**config.mk**
```make
export PLATFORM = sky130hd
export DESIGN_NAME = exe_sequencer
export DESIGN_NICKNAME = d
export VERILOG_FILES = /design/src/rtl/core_pkg.sv /design/src/rtl/exe_sequencer_id_exe_reg.sv /design/src/rtl/exe_sequencer.sv
export SDC_FILE = /design/constraint.sdc
export NUM_CORES = 1
export LEC_CHECK = 0
export BUFFER_PORTS_ARGS = -buffer_cell sky130_fd_sc_hd__clkbuf_2
export CORE_MARGIN = 2
export CORE_UTILIZATION = 28
export CTS_CLUSTER_DIAMETER = 120
export DETAILED_ROUTE_END_ITERATION = 8
export SLEW_MARGIN = 20
export SYNTH_ARGS = -nofsm -noshare
export SYNTH_HDL_FRONTEND = slang
export SYNTH_SLANG_ARGS = --single-unit
```
**constraint.sdc**
```tcl
create_clock -name clk -period 13.68 [get_ports clk]
set_clock_uncertainty 0.1 [all_clocks]
set_input_delay 0.684 -clock clk [delete_from_list [all_inputs] [get_ports clk]]
set_output_delay 0.684 -clock clk [all_outputs]
set_load 0.02 [all_outputs]
```
**src/rtl/core_pkg.sv**
```systemverilog
// Shared definitions for the ARM-subset core: ALU command encodings, status
// register bit positions, execute-sequencer FSM states and the ID/EXE bundle.
package core_pkg;

    localparam logic [3:0] EXE_MOV = 4'b0001;
    localparam logic [3:0] EXE_MVN = 4'b1001;
    localparam logic [3:0] EXE_ADD = 4'b0010;
    localparam logic [3:0] EXE_ADC = 4'b0011;
    localparam logic [3:0] EXE_SUB = 4'b0100;
    localparam logic [3:0] EXE_SBC = 4'b0101;
    localparam logic [3:0] EXE_AND = 4'b0110;
    localparam logic [3:0] EXE_ORR = 4'b0111;
    localparam logic [3:0] EXE_EOR = 4'b1000;

    localparam int SR_N = 3;
    localparam int SR_Z = 2;
    localparam int SR_C = 1;
    localparam int SR_V = 0;

    typedef enum logic [0:0] {
        ST_RUN   = 1'b0,
        ST_FLUSH = 1'b1
    } seq_state_t;

    typedef struct packed {
        logic        valid;
        logic [3:0]  exe_cmd;
        logic        mem_r_en;
        logic        mem_w_en;
        logic        wb_en;
        logic        b;
        logic        s;
        logic [31:0] pc;
        logic [31:0] val_rn;
        logic [31:0] val_rm;
        logic        imm;
        logic [11:0] shift_operand;
        logic [23:0] signed_imm_24;
        logic [3:0]  dest;
    } id_exe_t;

    // A bubble is a non-instruction with every control and data field cleared.
    function automatic id_exe_t bubble_bundle();
        id_exe_t bub;
        bub = '0;
        return bub;
    endfunction

endpackage

```
**src/rtl/exe_sequencer_id_exe_reg.sv**
```systemverilog
// Freezable pipeline register with synchronous bubble-load and async reset.
module id_exe_reg #(
    parameter int WIDTH = 8
) (
    input  logic             clk,
    input  logic             rst,
    input  logic             hold,
    input  logic             bubble,
    input  logic [WIDTH-1:0] d,
    input  logic [WIDTH-1:0] bubble_val,
    output logic [WIDTH-1:0] q
);

    // Pipeline register: hold wins over bubble, bubble wins over new data.
    always_ff @(posedge clk or posedge rst) begin
        if (rst) begin
            q <= '0;
        end else if (hold) begin
            q <= q;
        end else if (bubble) begin
            q <= bubble_val;
        end else begin
            q <= d;
        end
    end

endmodule

```
**src/rtl/exe_sequencer.sv**
```systemverilog
// ID/EXE pipeline register, status register and branch-squash sequencer in
// front of the execute stage.
module exe_sequencer
    import core_pkg::*;
#(
    parameter int FLUSH_DEPTH = 1
) (
    input  logic        clk,
    input  logic        rst,
    input  logic        freeze,
    input  logic        id_valid,
    input  logic [3:0]  id_exe_cmd,
    input  logic        id_mem_r_en,
    input  logic        id_mem_w_en,
    input  logic        id_wb_en,
    input  logic        id_b,
    input  logic        id_s,
    input  logic [31:0] id_pc,
    input  logic [31:0] id_val_rn,
    input  logic [31:0] id_val_rm,
    input  logic        id_imm,
    input  logic [11:0] id_shift_operand,
    input  logic [23:0] id_signed_imm_24,
    input  logic [3:0]  id_dest,
    input  logic [3:0]  alu_status,
    output logic        exe_valid,
    output logic [3:0]  exe_exe_cmd,
    output logic        exe_mem_r_en,
    output logic        exe_mem_w_en,
    output logic        exe_wb_en,
    output logic        exe_b,
    output logic        exe_s,
    output logic [31:0] exe_pc,
    output logic [31:0] exe_val_rn,
    output logic [31:0] exe_val_rm,
    output logic        exe_imm,
    output logic [11:0] exe_shift_operand,
    output logic [23:0] exe_signed_imm_24,
    output logic [3:0]  exe_dest,
    output logic [3:0]  sr,
    output logic        branch_taken,
    output logic        flush
);

    // Counter holds the FLUSH-state cycles still to go; the resolution cycle
    // itself supplies the first squash slot.
    localparam logic [2:0] FLUSH_LOAD = 3'(FLUSH_DEPTH - 1);

    seq_state_t  state_r;
    seq_state_t  state_next_s;
    logic [2:0]  cnt_r;
    logic [2:0]  cnt_next_s;
    logic [3:0]  sr_r;
    logic        branch_taken_s;
    logic        flush_s;
    logic        load_bubble_s;
    id_exe_t     id_bus_s;
    id_exe_t     exe_bus_r;

    assign branch_taken_s = exe_bus_r.valid & exe_bus_r.b & ~freeze;

    // Gather ID-stage fields into the bundle presented to the register.
    always_comb begin
        id_bus_s               = bubble_bundle();
        id_bus_s.valid         = id_valid & ~branch_taken_s;
        id_bus_s.exe_cmd       = id_exe_cmd;
        id_bus_s.mem_r_en      = id_mem_r_en;
        id_bus_s.mem_w_en      = id_mem_w_en;
        id_bus_s.wb_en         = id_wb_en;
        id_bus_s.b             = id_b;
        id_bus_s.s             = id_s;
        id_bus_s.pc            = id_pc;
        id_bus_s.val_rn        = id_val_rn;
        id_bus_s.val_rm        = id_val_rm;
        id_bus_s.imm           = id_imm;
        id_bus_s.shift_operand = id_shift_operand;
        id_bus_s.signed_imm_24 = id_signed_imm_24;
        id_bus_s.dest          = id_dest;
    end

    // Next-state, counter and squash control.
    always_comb begin
        state_next_s  = state_r;
        cnt_next_s    = cnt_r;
        load_bubble_s = 1'b0;
        flush_s       = 1'b0;
        case (state_r)
            ST_RUN: begin
                flush_s = branch_taken_s;
                if (branch_taken_s) begin
                    load_bubble_s = 1'b1;
                    if (FLUSH_LOAD != 3'd0) begin
                        state_next_s = ST_FLUSH;
                        cnt_next_s   = FLUSH_LOAD;
                    end else begin
                        cnt_next_s   = 3'd0;
                    end
                end else begin
                    load_bubble_s = 1'b0;
                end
            end
            ST_FLUSH: begin
                flush_s       = 1'b1;
                load_bubble_s = 1'b1;
                if (freeze) begin
                    cnt_next_s = cnt_r;
                end else if (cnt_r <= 3'd1) begin
                    state_next_s = ST_RUN;
                    cnt_next_s   = 3'd0;
                end else begin
                    cnt_next_s   = cnt_r - 3'd1;
                end
            end
            default: begin
                state_next_s  = ST_RUN;
                cnt_next_s    = 3'd0;
                load_bubble_s = 1'b1;
                flush_s       = 1'b0;
            end
        endcase
    end

    // FSM state and flush counter registers.
    always_ff @(posedge clk or posedge rst) begin
        if (rst) begin
            state_r <= ST_RUN;
            cnt_r   <= 3'd0;
        end else if (freeze) begin
            state_r <= state_r;
            cnt_r   <= cnt_r;
        end else begin
            state_r <= state_next_s;
            cnt_r   <= cnt_next_s;
        end
    end

    // Status register: only a real, non-frozen S instruction writes it.
    always_ff @(posedge clk or posedge rst) begin
        if (rst) begin
            sr_r <= 4'b0000;
        end else if (exe_bus_r.valid && exe_bus_r.s && !freeze) begin
            sr_r <= alu_status;
        end else begin
            sr_r <= sr_r;
        end
    end

    id_exe_reg #(
        .WIDTH($bits(id_exe_t))
    ) u_id_exe_reg (
        .clk        (clk),
        .rst        (rst),
        .hold       (freeze),
        .bubble     (load_bubble_s),
        .d          (id_bus_s),
        .bubble_val (bubble_bundle()),
        .q          (exe_bus_r)
    );

    assign exe_valid         = exe_bus_r.valid;
    assign exe_exe_cmd       = exe_bus_r.exe_cmd;
    assign exe_mem_r_en      = exe_bus_r.mem_r_en;
    assign exe_mem_w_en      = exe_bus_r.mem_w_en;
    assign exe_wb_en         = exe_bus_r.wb_en;
    assign exe_b             = exe_bus_r.b;
    assign exe_s             = exe_bus_r.s;
    assign exe_pc            = exe_bus_r.pc;
    assign exe_val_rn        = exe_bus_r.val_rn;
    assign exe_val_rm        = exe_bus_r.val_rm;
    assign exe_imm           = exe_bus_r.imm;
    assign exe_shift_operand = exe_bus_r.shift_operand;
    assign exe_signed_imm_24 = exe_bus_r.signed_imm_24;
    assign exe_dest          = exe_bus_r.dest;
    assign sr                = sr_r;
    assign branch_taken      = branch_taken_s;
    assign flush             = flush_s;

endmodule

```
Yosys cells after proc, flatten, opt, wreduce, memory -nomap -nowiden. Index checks and enable logic that the tools add are counted.

$add $sub $neg: 1. $lt $le $gt $ge: 1. Equality and inequality tests: 1. Multiplexer cells: 9. Bitwise gates (word level): 6. Reduce and logical (&&, ||, !) cells: 4.

Operators with widths (number): $mux 147 (1); $mux 3 (2); $pmux 3 s2 (1); $pmux 1 s2 (2); $and 1x1->1 (3); $le 3x1->1 const B (1); $mux 1 (3); $not 1->1 (3); $sub 3x1->3 const B (1); $logic_and 1x1->1 (2); $ne 2x2->1 const B (1); $reduce_and 2->1 (1); $logic_not 1->1 (1).

Register bits after elaboration: 155. Input port bits: 154. Output and inout port bits: 153. Word-level logic and storage cells: 26.

Depth between registers and ports, before layout. Gate-level depths: netlist of the first run.

Depth after elaboration: 5. Depth in mapped cells: 5. Mapped depth without buffers: 5.

By module. Synthesis of the first run repeated with hierarchy kept, for this count alone.

Cell total of the unflattened synthesis: 679. Area total of the unflattened synthesis: 7262.0 µm².

Modules (own cells, without submodules): id_exe_reg (times used 1, cells an instance 639, area each 6842.8 µm², seq. area each 3678.5 µm²); exe_sequencer (times used 1, cells an instance 40, area each 419.2 µm², seq. area each 200.2 µm²).

Least setup slack after synthesis of the first run. No wires, ideal clock.

Path type: in2out. Start point: input freeze. End point: output flush. Arrival time: 1.205 ns. Required time: 12.896 ns. Slack: 11.691 ns. Stages: 3. Path buffers: 1. Cells stage by stage: buf_2 nand3b_1 nand2b_1.

Cells in the longest elaborated chain, start to end: 3.

RTL lines: from (decl) (RTL line exe_sequencer.sv:10) `input logic freeze,`; $not 1->1 (no line); $and 1x1->1 (RTL line exe_sequencer.sv:60) `assign branch_taken_s = exe_bus_r.valid & exe_bus_r.b & ~freeze;`; $pmux 1 s2 (RTL line exe_sequencer.sv:87) `case (state_r)`; to (decl) (RTL line exe_sequencer.sv:42) `output logic flush`.

Every way passes these cells.

Worst setup path in the final report of the first run.
Start point: input freeze. End point: register u_id_exe_reg.q[64].

Cells in the longest elaborated chain, start to end: 5.

RTL lines: $not 1->1 (no line); $and 1x1->1 (RTL line exe_sequencer.sv:60); $mux 1 (RTL line exe_sequencer.sv:90) `if (branch_taken_s) begin`; $pmux 1 s2 (RTL line exe_sequencer.sv:87); $mux 147 (RTL line exe_sequencer_id_exe_reg.sv:20) `end else if (bubble) begin`; to (signal assigned) (RTL line exe_sequencer_id_exe_reg.sv:19) `q <= q;`; to (signal assigned) (RTL line exe_sequencer_id_exe_reg.sv:21) `q <= bubble_val;`; to (decl) (RTL line exe_sequencer_id_exe_reg.sv:11) `output logic [WIDTH-1:0] q`.

Several ways; a longest one is shown, not always the timed one. A chain may end at the register's enable or synchronous reset.

==> impl_metrics.env, run 1 <==
export IMPL_row_count=51
export IMPL_detail_route_wl_per_cell_um=16.1
export IMPL_seq_power_share_pct=44.9
export IMPL_drc=0
export IMPL_vias=4303
export IMPL_core_um2=19600
export IMPL_power_leakage_nw=4.17
export IMPL_drtIter0Drc=187
export IMPL_syn_cell_area_um2=5630
export IMPL_status="finished clean"
export IMPL_power_frac_comb_pct=18.6
export IMPL_die_y_um=146
export IMPL_ys_ff_latch=155
export IMPL_dpl_hpwl_um=10200
export IMPL_holdWs_ns=0.287
export IMPL_cts_setup_buffers=0
export IMPL_p_per_area_nw_per_um2=154
export IMPL_synth_simple_area_share_pct=1.07
export IMPL_synthAdderAreaFrac_pct=0.444
export IMPL_track_usage_pct=14.3
export IMPL_yosysSeqAreaShare_pct=68.9
export IMPL_nets=816
export IMPL_hold_buffers=0
export IMPL_grt_pass1_wl_um=24300
export IMPL_synth_edf_count=0
export IMPL_antenna_left=0
export IMPL_slew_viol_final=0
export IMPL_multi_input_area_um2=1490
export IMPL_tritoncts="done"
export IMPL_io_buffer_count=306
export IMPL_synth_xor_area_share_pct=0
export IMPL_rsz0062_at_grt="false"
export IMPL_io_pins=307
export IMPL_crit_type="input port to flop"
export IMPL_clk_latency_ns=0.41
export IMPL_drtPass1Iterations=4
export IMPL_hold_class="input port to asynchronous set/reset pin"
export IMPL_ys_flop_type="dfrtp_1"
export IMPL_clock_fmax_ghz=0.363
export IMPL_cts_buffer_depth=2
export IMPL_synth_distinct_cells=22
export IMPL_pwr_share_clk_pct=36.5
export IMPL_viasPerCell=4.59
export IMPL_antenna_found_initial=0
export IMPL_fin_util_pct=40.0
export IMPL_place_gp_congestion=0.774
export IMPL_endpoint_kind="flop"
export IMPL_switchingPower_w=0.000363
export IMPL_swShare_pct=30.2
export IMPL_cts_sinks=155
export IMPL_final_hold_violation_count=0
export IMPL_htreeDepth=4
export IMPL_worstPathArrival_ns=2.99
export IMPL_grt_pass1_vias=4426
export IMPL_cts_resized=0
export IMPL_syn2layout_area_growth_pct=39.0
export IMPL_synthArstFlopShare_pct=100
export IMPL_initial_core_util_pct=28.7
export IMPL_cp_data_required_time_ns=13.92
export IMPL_overflow=0
export IMPL_slew_headroom_pct=35.9
export IMPL_cts_root_buf="clkbuf_16"
export IMPL_setup_violations_final=0
export IMPL_die_w_um=146
export IMPL_wl_um=15100
export IMPL_worst_path_max_fanout=76
export IMPL_final_cells=938
export IMPL_max_vdd_ir_drop_mv=0.0777
export IMPL_period_needed_ns=2.75
export IMPL_min_period_over_period_pct=20.1
export IMPL_synth_top_family_by_area="compound AO/OA/AOI/OAI gates"
export IMPL_nFillCells=1899
export IMPL_yosys_mux_area_fraction_pct=0.800
export IMPL_fin_tns_setup_ns=0
export IMPL_cts_buffers=17
export IMPL_synth_compound_area_share_pct=24.1
export IMPL_clk_pin_slew_ns=0.06
export IMPL_syn_instance_count=365
export IMPL_tightest_slew_ns=0.962
export IMPL_yosysWarnings=0
export IMPL_syn_num_nets=521
export IMPL_place_inst=906
export IMPL_synth_area_per_cell_um2=15.4
export IMPL_fp_dieArea_um2=21300
export IMPL_grt_max_degree=84
export IMPL_maxCapViolCount=0
export IMPL_cp_start_kind="input port"
export IMPL_p_int_w=0.000840
export IMPL_antenna_cells=0
export IMPL_drive_above_1_share_pct=51.7
export IMPL_ff_latch_area_um2=3880
## path summary, 6_finish.rpt
path                                     start            endpoint  slack [ns]  cells after the start
min in group clk                 id_val_rm[20]  u_id_exe_reg.q[61]        0.38                      2
max in group asynchronous                  rst  u_id_exe_reg.q[40]       11.74                      3
hold / removal                             rst  u_id_exe_reg.q[41]        0.29                      2
setup reg to reg           u_id_exe_reg.q[146]  u_id_exe_reg.q[64]       11.10                      4
hold reg to reg             u_id_exe_reg.q[92]  u_id_exe_reg.q[92]        0.41                      1
setup / recovery                        freeze  u_id_exe_reg.q[64]       10.93                      4
## layout by cell type, fill, tap and decap left out, types with 4 or more instances in the layout
cell / netlist / layout
clkinv_4: 0 / 4
inv_6: 0 / 5
dfrtp_1: 155 / 155
inv_1: 5 / 4
mux2_2: 4 / 4
clkbuf_16: 0 / 17
clkbuf_2: 0 / 305
a22o_1: 147 / 147
buf_4: 1 / 4
## per-stage QoR
step	area, µm²	setup slack (ns)	power, W
2_1_floorplan	5630	8.72	0.000685
3_3_place_gp	7280	10.46	0.000772
3_5_place_dp	7280	10.43	0.000775
4_1_cts	7830	10.88	0.00123
5_1_grt	7830	10.74	0.00127
6_report	7830	10.93	0.00120
## Yosys cell counts, drive strengths merged (2+ instances only)
| library cell | n | area [µm²] |
|---|---|---|
| a21oi | 3 | 18.8 |
| a22o | 147 | 1290 |
| buf | 26 | 220 |
| clkbuf | 7 | 26.3 |
| dfrtp | 155 | 3880 |
| ha | 2 | 25.0 |
| inv | 5 | 18.8 |
| mux2 | 4 | 45.0 |
| nand2b | 3 | 18.8 |
| nand3b | 2 | 15.0 |
| o21ai | 2 | 10.0 |
| o31ai | 2 | 15.0 |
## worst max-delay path: stages
cell and delay [ns]:
buf_4 0.32, and2b_4 0.95, buf_4 0.72, a22o_1 0.24
## flip-flops by register name, summed over array words and instances (netlist names)
signal          count
u_id_exe_reg.q    147
sr                  4
cnt_r               3
state_r             1
## metal layers
metal / up-vias / routed length (µm) / GRT usage [%]
met3: 14 / 1090 / 4.61
li1: 1994 / - / -
met5: - / 0 / 0
met2: 190 / 7330 / 23.0
met1: 2105 / 6470 / 18.3
met4: 0 / 195 / 4.51
## cell type report
class	count	share of cell area, %
well taps	265	4.24
repair buffers	309	19.9
clock inverters	13	1.39
clock buffers	19	5.66
inverters	5	0.304
flip-flops and latches	155	49.5
multi-input cells	172	19.0
## power groups by stage
stage	logic, W	clock network [W]	registers (W)
finish	0.000224	0.000440	0.000540
global route	0.000240	0.000481	0.000546
CTS	0.000228	0.000458	0.000540
detailed placement	0.000228	0	0.000547
global placement	0.000225	0	0.000548
floorplan	0.0000757	0	0.000609
## cell families (layout without fill, tap and decap cells)
logic type / count (synthesis) / in the layout
AO/OA/AOI/OAI: 157 / 157
multiplexers: 4 / 4
AND/OR/NAND/NOR: 9 / 9
flip-flops: 155 / 155
buffers and inverters: 38 / 346
adder cells (fa/ha/maj): 2 / 2
No activity file was read; power rests on OpenSTA's default activity.
==> run 2: changes to the inputs <==
==> constraint.sdc (replaced) <==
create_clock -name clk -period 2.8 [get_ports clk]
set_clock_uncertainty 0.1 [all_clocks]
set_input_delay 0.14 -clock clk [delete_from_list [all_inputs] [get_ports clk]]
set_output_delay 0.14 -clock clk [all_outputs]
set_load 0.02 [all_outputs]
==> impl_metrics.env, run 2 (synthesized netlist as in run 1, its figures left out) <==
export IMPL_status="finished clean"
export IMPL_dpl_hpwl_um=9680
export IMPL_clk_latency_ns=0.41
export IMPL_slew_headroom_pct=36.1
export IMPL_track_usage_pct=16.0
export IMPL_die_y_um=146
export IMPL_crit_type="flop to flop"
export IMPL_setup_violations_final=0
export IMPL_cp_data_required_time_ns=3.04
export IMPL_max_vdd_ir_drop_mv=0.387
export IMPL_rsz0062_at_grt="false"
export IMPL_cts_root_buf="clkbuf_16"
export IMPL_r2r_start="u_id_exe_reg.q[146]"
export IMPL_slew_viol_final=0
export IMPL_cp_start_kind="flop"
export IMPL_crit_start="u_id_exe_reg.q[146]"
export IMPL_hold_buffers=152
export IMPL_viasPerCell=4.55
export IMPL_cts_setup_buffers=0
export IMPL_endpoint_kind="flop"
export IMPL_dp_slack_ns=0.726
export IMPL_multi_input_area_um2=1490
export IMPL_hold_class="input port to flop"
export IMPL_cts_resized=0
export IMPL_cts_buffer_depth=2
export IMPL_final_cell_mix="clkbuf_2, dfrtp_1, dlygate4sd3_1"
export IMPL_crit_path_max_incr_delay_ns=0.63
export IMPL_min_period_over_period_pct=75.2
export IMPL_clock_fmax_ghz=0.475
export IMPL_fp_dieArea_um2=21300
export IMPL_power_leakage_nw=4.82
export IMPL_top_register="u_id_exe_reg.q"
export IMPL_row_count=51
export IMPL_period_needed_ns=2.11
export IMPL_syn2layout_area_growth_pct=66.7
export IMPL_core_um2=19600
export IMPL_io_buffer_count=306
export IMPL_largest_register_ffs=147
export IMPL_antenna_found_initial=0
export IMPL_crit_chain="a21oi_2 > and2b_4 > buf_4 > a22o_1"
export IMPL_grt_pass1_vias=5352
export IMPL_worstPathArrival_ns=2.34
export IMPL_overflow=0
export IMPL_tritoncts="done"
export IMPL_maxCapViolCount=0
export IMPL_final_hold_violation_count=0
export IMPL_nets=970
export IMPL_final_common_cell="clkbuf_2"
export IMPL_drtPass1Iterations=4
export IMPL_place_gp_congestion=0.781
export IMPL_detail_route_wl_per_cell_um=15.4
export IMPL_ff_latch_area_um2=3880
export IMPL_slowest_stage="and2b_4"
export IMPL_initial_core_util_pct=28.7
export IMPL_vias=4971
export IMPL_fin_ws_ns=0.694
export IMPL_clk_pin_slew_ns=0.07
export IMPL_grt_max_degree=156
export IMPL_drtIter0Drc=180
export IMPL_die_w_um=146
export IMPL_fin_tns_setup_ns=0
export IMPL_wl_um=16800
export IMPL_drive_above_1_share_pct=42.3
export IMPL_r2r_slack_ns=0.69
export IMPL_min_from="freeze"
export IMPL_cts_buffers=17
export IMPL_nFillCells=1713
export IMPL_antenna_cells=0
export IMPL_worst_path_max_fanout=56
export IMPL_antenna_left=0
export IMPL_drc=0
export IMPL_p_per_area_nw_per_um2=647
export IMPL_htreeDepth=4
export IMPL_tightest_slew_ns=0.959
export IMPL_grt_pass1_wl_um=27800
export IMPL_io_pins=307
export IMPL_cts_sinks=155
-- run 2: layer usage --
layer	global-route usage, %	vias up	share of wire, %
met3	4.42	25	5.8
met4	5.39	0	2.0
met1	20.3	2434	43
met2	26.3	208	50
li1	-	2304	-
met5	0	-	0
-- run 2: worst paths after layout --
kind | to | cells after the start
max | u_id_exe_reg.q[100] | 4
min | sr[0] | 3
max reg2reg | u_id_exe_reg.q[100] | 4
min reg2reg | u_id_exe_reg.q[19] | 1
max in group asynchronous | u_id_exe_reg.q[62] | 4
min in group asynchronous | u_id_exe_reg.q[46] | 4
-- run 2: area by class of cell --
cell class	count	area share [%]
flip-flops and latches	155	41.3
repair buffers	463	33.2
multi-input cells	172	15.8
clock buffers	19	4.72
well taps	265	3.53
clock inverters	13	1.15
inverters	5	0.240
-- run 2: stage by stage --
stage          total power, W  utilization, %  cells  instance area, µm²  hold slack [ns]
3_5_place_dp          0.00379            37.3    908                7320            0.258
2_1_floorplan         0.00335               -    365                5630            0.169
4_1_cts               0.00616            47.9   1092                9390            0.123
5_1_grt               0.00637            47.9   1092                9390            0.165
3_3_place_gp          0.00378            37.3    908                7320            0.254
6_report              0.00607            47.9   1092                9390            0.153
-- run 2: report_power, final --
| group | switching [W] | leakage, nW | internal [W] |
|---|---|---|---|
| clock | 0.000968 | 0.259 | 0.00118 |
| combinational | 0.000709 | 2.64 | 0.000579 |
| sequential | 0.000148 | 1.92 | 0.00249 |
| total | 0.00183 | 4.82 | 0.00425 |
-- run 2: critical path, delay by kind of cell (launching register included) --
family,cells,cell delay [ns]
flops,1,0.43
compound gates,2,0.39
buf+inv,1,0.42
simple gates,1,0.63
==> run 3: changes to the inputs <==
==> constraint.sdc (replaced) <==
create_clock -name clk -period 1.7 [get_ports clk]
set_clock_uncertainty 0.1 [all_clocks]
set_input_delay 0.085 -clock clk [delete_from_list [all_inputs] [get_ports clk]]
set_output_delay 0.085 -clock clk [all_outputs]
set_load 0.02 [all_outputs]
==> impl_metrics.env, run 3 (synthesized netlist as in run 1, its figures left out) <==
export IMPL_rsz0062_at_grt="false"
export IMPL_drc=0
export IMPL_crit_start="u_id_exe_reg.q[138]"
export IMPL_largest_register_ffs=147
export IMPL_critPathBufInv=1
export IMPL_final_hold_violation_count=0
export IMPL_holdWs_ns=0.0572
export IMPL_drtIter0Drc=160
export IMPL_cts_root_buf="clkbuf_16"
export IMPL_overflow=0
export IMPL_nets=974
export IMPL_cts_buffer_depth=2
export IMPL_cts_sinks=155
export IMPL_viasPerCell=4.53
export IMPL_cts_setup_buffers=0
export IMPL_slew_viol_final=0
export IMPL_grt_max_degree=86
export IMPL_vias=4969
export IMPL_crit_path_max_incr_delay_ns=0.43
export IMPL_crit_chain="a21oi_2 > and2b_4 > buf_16 > a22o_1"
export IMPL_maxCapViolCount=0
export IMPL_core_um2=19600
export IMPL_detail_route_wl_per_cell_um=15.6
export IMPL_die_w_um=146
export IMPL_slew_headroom_pct=71.8
export IMPL_io_buffer_count=306
export IMPL_htreeDepth=4
export IMPL_setup_violations_final=0
export IMPL_cp_start_kind="flop"
export IMPL_p_per_area_nw_per_um2=1080
export IMPL_antenna_cells=0
export IMPL_hold_class="input port to asynchronous set/reset pin"
export IMPL_drive_above_1_share_pct=42.6
export IMPL_tightest_slew_ns=0.423
export IMPL_worst_path_max_fanout=85
export IMPL_min_period_over_period_pct=93.2
export IMPL_place_inst=911
export IMPL_power_leakage_nw=4.89
export IMPL_worstPathArrival_ns=1.83
export IMPL_antenna_found_initial=0
export IMPL_die_y_um=146
export IMPL_drtPass1Iterations=4
export IMPL_period_needed_ns=1.58
export IMPL_track_usage_pct=16.2
export IMPL_design_area_um2=9520
export IMPL_max_vdd_ir_drop_mv=0.629
export IMPL_tritoncts="done"
export IMPL_slowest_stage="dfrtp_1"
export IMPL_final_common_cell="clkbuf_2"
export IMPL_r2r_start="u_id_exe_reg.q[138]"
export IMPL_cp_data_required_time_ns=1.94
export IMPL_clk_latency_ns=0.41
export IMPL_cts_buffers=17
export IMPL_place_gp_congestion=0.740
export IMPL_syn2layout_area_growth_pct=69.1
export IMPL_grt_pass1_wl_um=28000
export IMPL_top_register="u_id_exe_reg.q"
export IMPL_clk_pin_slew_ns=0.07
export IMPL_crit_type="flop to flop"
export IMPL_final_cell_mix="clkbuf_2, dfrtp_1, dlygate4sd3_1"
export IMPL_fp_dieArea_um2=21300
export IMPL_antenna_left=0
export IMPL_row_count=51
export IMPL_fin_ws_ns=0.116
export IMPL_clock_fmax_ghz=0.631
export IMPL_crit_family="flip-flops"
export IMPL_dp_slack_ns=0.118
export IMPL_dpl_cell_area_um2=7390
export IMPL_dpl_hpwl_um=9990
export IMPL_wl_um=17100
export IMPL_endpoint_kind="flop"
export IMPL_final_cells=1096
export IMPL_initial_core_util_pct=28.7
export IMPL_grt_pass1_vias=5345
export IMPL_status="finished clean"
export IMPL_io_pins=307
export IMPL_nFillCells=1734
run 3: cell count changes in the layout (fill, tap and decap cells not counted), moves of 2 or more:
cell | before | now
clkbuf_8 | 1 | 3
buf_12 | 2 | 5
clkinvlp_4 | 5 | 2
clkinv_4 | 3 | 5
run 3: per-stage QoR:
| step | total power [W] | utilization [%] | TNS [ns] |
|---|---|---|---|
| finish | 0.0103 | 48.6 | 0 |
| global route | 0.0108 | 48.6 | 0 |
| CTS | 0.0104 | 48.6 | 0 |
| detailed placement | 0.00626 | 37.7 | 0 |
| global placement | 0.00625 | 37.7 | 0 |
| floorplan | 0.00551 | - | -68.81 |
run 3: worst paths after layout:
kind | slack (ns) | to | cells after the start
min | 0.06 | u_id_exe_reg.q[82] | 3
min reg2reg | 0.41 | u_id_exe_reg.q[39] | 1
max reg2reg | 0.12 | u_id_exe_reg.q[56] | 4
max | 0.12 | u_id_exe_reg.q[56] | 4
min in group clk | 0.32 | u_id_exe_reg.q[135] | 3
max in group asynchronous | 0.76 | u_id_exe_reg.q[140] | 4
run 3: area by class of cell:
class,instances,area (µm²),area share (%)
Clock inverter,12,128,1.34
Clock buffer,20,467,4.90
Tap cell,265,332,3.48
Multi-Input combinational cell,172,1490,15.6
Inverter,5,22.5,0.237
Timing Repair Buffer,467,3210,33.7
Sequential cell,155,3880,40.7
run 3: per-layer routing:
metal	wire length (µm)	track usage [%]	share of wire, %	vias up
met5	0	0	0	-
met4	426	6.42	2.5	0
met3	1050	4.23	6.1	32
met2	8390	27.0	49	212
met1	7280	20.1	42	2416
li1	-	-	-	2309
run 3: timing repair:
| item | in CTS | in global routing |
|---|---|---|
| hold buffers | 153 | 0 |
| resized for setup | 0 | 1 |
| endpoints found under the setup margin | 0 | 4 |
| hold endpoints to repair | 309 | 0 |
run 3: power by group:
part	internal, W	switching [W]	total [W]
registers	0.00410	0.000244	0.00435
logic	0.000976	0.00118	0.00215
clock network	0.00218	0.00160	0.00377
total	0.00725	0.00302	0.0103
run 3: worst min-delay path, delay by kind of cell:
kind / cells / cell delay, ns
buffers and inverters: 3 / 0.85
